[config.mk]
export PLATFORM = sky130hd
export DESIGN_NAME = wb_arbiter
export DESIGN_NICKNAME = d
export VERILOG_FILES = /design/src/rtl/wb_pkg.sv /design/src/rtl/rr_arbiter.sv /design/src/rtl/wb_arbiter.sv
export SDC_FILE = /design/constraint.sdc
export NUM_CORES = 1
export LEC_CHECK = 0
export CORE_AREA = 2 2 173 175
export CTS_CLUSTER_SIZE = 28
export DETAILED_ROUTE_END_ITERATION = 12
export DIE_AREA = 0 0 175 177
export PLACE_DENSITY = 0.5
export SLEW_MARGIN = 20
export SYNTH_ARGS = -nofsm -noshare
export SYNTH_HDL_FRONTEND = slang
export SYNTH_SLANG_ARGS = --single-unit
[constraint.sdc]
create_clock -name clk_i -period 3 [get_ports clk_i]
set_input_delay 0.45 -clock clk_i [delete_from_list [all_inputs] [get_ports clk_i]]
set_output_delay 0.45 -clock clk_i [all_outputs]
set_load 0.05 [all_outputs]
[src/rtl/wb_pkg.sv]
// Shared defaults and requester indices for the writeback arbiter slice.
// Purely declarative: no logic, no latency.
package wb_pkg;
    localparam int DEF_NREQ = 3;
    localparam int DEF_XLEN = 64;
    localparam int DEF_AW   = 5;
    localparam int CNT_W    = 16;

    localparam int REQ_ALU  = 0;
    localparam int REQ_LSU  = 1;
    localparam int REQ_MDU  = 2;
endpackage

[src/rtl/rr_arbiter.sv]
// Generic round-robin grant: search starts after last_i and wraps; one-hot output.
// Purely combinational, zero latency; no backpressure of its own.
module rr_arbiter #(
    parameter int NREQ = 3,
    parameter int IW   = (NREQ > 1) ? $clog2(NREQ) : 1
) (
    input  logic [NREQ-1:0] req_i,
    input  logic [IW-1:0]   last_i,
    output logic [NREQ-1:0] gnt_o,
    output logic [IW-1:0]   gnt_idx_o
);
    logic          found;
    logic [IW-1:0] idx;

    always_comb begin
        gnt_o     = '0;
        gnt_idx_o = '0;
        found     = 1'b0;
        idx       = '0;
        for (int k = 1; k <= NREQ; k++) begin
            idx = IW'((int'(last_i) + k) % NREQ);
            if (!found && req_i[idx]) begin
                found      = 1'b1;
                gnt_o[idx] = 1'b1;
                gnt_idx_o  = idx;
            end
        end
    end
endmodule

[src/rtl/wb_arbiter.sv]
// Round-robin writeback arbiter onto a registered single RF write port (1-cycle latency).
// Optional operand forwarding of the in-flight write under macro WB_BYPASS_EN.
module wb_arbiter
    import wb_pkg::*;
#(
    parameter int NREQ = DEF_NREQ,
    parameter int XLEN = DEF_XLEN,
    parameter int AW   = DEF_AW
) (
    input  logic                 clk_i,
    input  logic                 rst_i,
    input  logic [NREQ-1:0]      req_valid_i,
    output logic [NREQ-1:0]      req_ready_o,
    input  logic [NREQ*AW-1:0]   req_addr_i,
    input  logic [NREQ*XLEN-1:0] req_data_i,
    output logic                 rf_we_o,
    output logic [AW-1:0]        rf_waddr_o,
    output logic [XLEN-1:0]      rf_wdata_o,
    input  logic                 clr_stats_i,
    output logic [CNT_W-1:0]     conflict_cnt_o,
    input  logic [AW-1:0]        byp_addr1_i,
    input  logic [AW-1:0]        byp_addr2_i,
    output logic                 byp_hit1_o,
    output logic                 byp_hit2_o,
    output logic [XLEN-1:0]      byp_data1_o,
    output logic [XLEN-1:0]      byp_data2_o
);
    localparam int IW = (NREQ > 1) ? $clog2(NREQ) : 1;

    logic [NREQ-1:0]  gnt;
    logic [IW-1:0]    gnt_idx;
    logic [IW-1:0]    last_grant_q, last_grant_d;
    logic             xfer;
    logic             conflict;
    logic [AW-1:0]    sel_addr;
    logic [XLEN-1:0]  sel_data;
    logic             rf_we_q, rf_we_d;
    logic [AW-1:0]    rf_waddr_q, rf_waddr_d;
    logic [XLEN-1:0]  rf_wdata_q, rf_wdata_d;
    logic [CNT_W-1:0] cnt_q, cnt_d;

    // Masking requests during reset keeps every handshake closed while rst_i is high.
    rr_arbiter #(.NREQ(NREQ), .IW(IW)) u_rr (
        .req_i     (req_valid_i & {NREQ{~rst_i}}),
        .last_i    (last_grant_q),
        .gnt_o     (gnt),
        .gnt_idx_o (gnt_idx)
    );

    assign req_ready_o = gnt;
    assign xfer        = |gnt;
    assign conflict    = ($countones(req_valid_i) >= 2);

    always_comb begin
        sel_addr = '0;
        sel_data = '0;
        for (int i = 0; i < NREQ; i++) begin
            if (gnt[i]) begin
                sel_addr = sel_addr | req_addr_i[i*AW +: AW];
                sel_data = sel_data | req_data_i[i*XLEN +: XLEN];
            end
        end
    end

    always_comb begin
        last_grant_d = last_grant_q;
        rf_we_d      = 1'b0;
        rf_waddr_d   = rf_waddr_q;
        rf_wdata_d   = rf_wdata_q;
        if (xfer) begin
            last_grant_d = gnt_idx;
            rf_we_d      = (sel_addr != '0);
            rf_waddr_d   = sel_addr;
            rf_wdata_d   = sel_data;
        end
        cnt_d = cnt_q;
        if (clr_stats_i)
            cnt_d = '0;
        else if (conflict && (cnt_q != {CNT_W{1'b1}}))
            cnt_d = cnt_q + 1'b1;
    end

    always_ff @(posedge clk_i) begin
        if (rst_i) begin
            last_grant_q <= IW'(NREQ - 1);
            rf_we_q      <= 1'b0;
            rf_waddr_q   <= '0;
            rf_wdata_q   <= '0;
            cnt_q        <= '0;
        end else begin
            last_grant_q <= last_grant_d;
            rf_we_q      <= rf_we_d;
            rf_waddr_q   <= rf_waddr_d;
            rf_wdata_q   <= rf_wdata_d;
            cnt_q        <= cnt_d;
        end
    end

    assign rf_we_o        = rf_we_q;
    assign rf_waddr_o     = rf_waddr_q;
    assign rf_wdata_o     = rf_wdata_q;
    assign conflict_cnt_o = cnt_q;

`ifdef WB_BYPASS_EN
    assign byp_hit1_o  = rf_we_q && (rf_waddr_q == byp_addr1_i);
    assign byp_hit2_o  = rf_we_q && (rf_waddr_q == byp_addr2_i);
    assign byp_data1_o = byp_hit1_o ? rf_wdata_q : '0;
    assign byp_data2_o = byp_hit2_o ? rf_wdata_q : '0;
`else
    logic byp_unused;
    assign byp_unused  = ^{byp_addr1_i, byp_addr2_i};
    assign byp_hit1_o  = 1'b0;
    assign byp_hit2_o  = 1'b0;
    assign byp_data1_o = '0;
    assign byp_data2_o = '0;
`endif
endmodule

==> impl_metrics.json <==
{
  "critPathMaxFanout": 36,
  "grt_max_degree": 41,
  "ys_seq_area_frac": 0.335,
  "overflow": 0,
  "path_buf_inv": 3,
  "ant_nets": 0,
  "area_delta_synth_final_pct": 66.2,
  "drt-initial-drc-count": 372,
  "cpMostUsedCell": "buf_12",
  "gp_congestion": 0.721,
  "grt.busiest_layer": "met2",
  "worstMarginPinSlew_ps": 601,
  "worstHoldPathType": "in2reg",
  "drive_gt1_frac": 0.161,
  "use_met2": 0.207,
  "syn_area_um2": 5260,
  "fin_tns_setup_ps": 0,
  "wl_mm": 19.1,
  "grt_use_total": 0.114,
  "slowest_stage": "dfxtp_1",
  "n_antenna_cell": 0,
  "core-area_um2": 29200,
  "cts_root_buf": "clkbuf_16",
  "fmax_ghz": 0.360,
  "viasPerCell": 4.06,
  "crit_chain": "inv_1, ha_4, mux2i_2, o21ai_1, nand2_1, mux2_4, buf_12, buf_12",
  "hold_viol_final": 0,
  "h-tree-depth": 3,
  "dieArea_um2": 31000,
  "finalInstanceArea_um2": 8740,
  "final_cell_mix": "clkdlybuf4s50_1 (297), conb_1 (130), dfxtp_1 (88), a222oi_1 (69)",
  "clk_path_buf_depth": 2,
  "fin_crit_sh": 0.925,
  "setup_ws_ps": 224,
  "status": "finished, final reports clean",
  "layout_commonest_cell": "clkdlybuf4s50_1",
  "yosys.area.top_type": "dfxtp_1",
  "wl_per_cell_um": 14.9,
  "cpLargestDelayFamily": "multiplexers",
  "dpl_worst_slack_ps": 89.8,
  "power_density_nw_per_um2": 949,
  "slew_headroom": 0.599,
  "synth-edff-count": 0,
  "rows": 63,
  "ios": 442,
  "hold_ws_ps": 435,
  "use_met1": 0.131,
  "synth-seq-cells": 88,
  "rsz0062_at_grt": "no",
  "crit_path_end_kind": "primary output",
  "drv_slew": 0,
  "grt_pass1_vias": 4893,
  "nets": 1113,
  "synth.distinct_cells": 44,
  "vdd_ir_drop_max_mv": 0.431,
  "arrival_ps": 2330,
  "cpPeakStageDelay_ps": 390,
  "fillers": 3119,
  "ys_warn_count": 0,
  "die_w_um": 175,
  "die_h_um": 177,
  "synthTopCellsByArea": "dfxtp_1 (34%), buf_4 (19%), a222oi_1 (13%)",
  "drc": 0,
  "start_kind": "register",
  "leakage_uw": 0.00319,
  "start_util": 0.180,
  "placement.cell_area_um2": 8410,
  "postSynthAreaPerCell_um2": 9.05,
  "maxCapViolations": 0,
  "p_total_uw": 8290,
  "skew_ps": 6.60,
  "async_flop_share": 0,
  "drtPass1Iterations": 6,
  "clock-sinks": 88,
  "cp.required_ps": 2550,
  "final-setup-viol-count": 0,
  "insertion_delay_ps": 340,
  "numCtsBuffers": 9,
  "min_period_ps": 2780,
  "cts_tree": "done",
  "synthFlopType": "dfxtp_1",
  "globalRouteMet3Util": 0.0350,
  "critPathKind": "reg2out",
  "io_buffers": 301,
  "vias": 5192,
  "grt_pass1_wl_mm": 27.6,
  "yosysTopAreaCellShare": 0.335,
  "synth_cells": 581,
  "path_clk_slew_ps": 70,
  "dp_hpwl_mm": 14.4,
  "antenna_found_initial": 0
}
[repair_timing]
action / 4_1_cts / 5_1_grt
pin swaps: 0 / 1
buffers inserted: 0 / 1
gates cloned: 0 / 0
hold buffers: 0 / 0
gates resized for setup: 1 / 2
setup endpoints to repair: 1 / 2
[where the power goes]
group          leakage (µW)  total [µW]  switching, µW  internal, µW
registers          0.000721        1790            232          1560
clock network      0.000143        1200            525           677
logic               0.00232        5290           3390          1910
[sequential cells by signal (all words and copies together) (netlist names)]
register,flops
conflict_cnt_o,16
rf_waddr_o,5
rf_wdata_o,64
rf_we_o,1
last_grant_q,2
[synthesized netlist by cell type (7+ instances only)]
cell type / number
nand3_1: 7
buf_6: 8
nor2_1: 15
buf_2: 7
buf_4: 132
inv_1: 7
nor3_1: 8
clkbuf_1: 24
xnor2_1: 7
nand2_2: 40
a21oi_1: 37
dfxtp_1: 88
nand2_1: 38
a21oi_2: 40
a222oi_1: 69
[cell type report]
cell class,count,area (µm²),area share
Multi-Input combinational cell,443,2770,0.317
Inverter,7,26.3,0.00301
Sequential cell,88,1760,0.202
Clock buffer,11,243,0.0278
Clock inverter,5,62.6,0.00716
Tap cell,390,488,0.0558
Timing Repair Buffer,335,3380,0.387
[path summary, 6_finish.rpt]
kind | from | to | slack, ps | cells after the start
worst max register to register | last_grant_q[0]$_SDFFE_PP0N_ | rf_wdata_o[37]$_SDFFE_PP0N_ | 320 | 11
worst max-delay path | last_grant_q[0]$_SDFFE_PP0N_ | req_ready_o[0] | 220 | 8
worst min register to register | rf_wdata_o[42]$_SDFFE_PP0N_ | rf_wdata_o[42]$_SDFFE_PP0N_ | 450 | 2
worst min-delay path | rst_i | last_grant_q[1]$_SDFFE_PP1N_ | 440 | 3
[layer usage]
metal | wire, µm | vias up
met4 | 108 | 0
met1 | 7830 | 2448
met5 | 0 | -
met2 | 9700 | 247
li1 | - | 2492
met3 | 1470 | 5
[cells by family after synthesis]
| family | after synthesis | share of synthesized area |
|---|---|---|
| compound gates | 162 | 0.257 |
| mux | 7 | 0.0143 |
| other cells | 1 | 0.000713 |
| flops | 88 | 0.335 |
| buf+inv | 179 | 0.235 |
| simple gates | 130 | 0.130 |
| xor+xnor | 8 | 0.0133 |
| fa+ha+maj | 6 | 0.0143 |
[tightest hold or removal path: cells and delay by family]
family	cells	cell delay, ps
AO/OA/AOI/OAI	1	80
buffers and inverters	2	210
[per-stage QoR]
step	cells	util
final	1279	0.299
after floorplan	710	-
after CTS	1278	0.298
after global placement	1262	0.288
after detailed placement	1262	0.288
after global routing	1279	0.299
No activity file was read; power rests on OpenSTA's default activity.
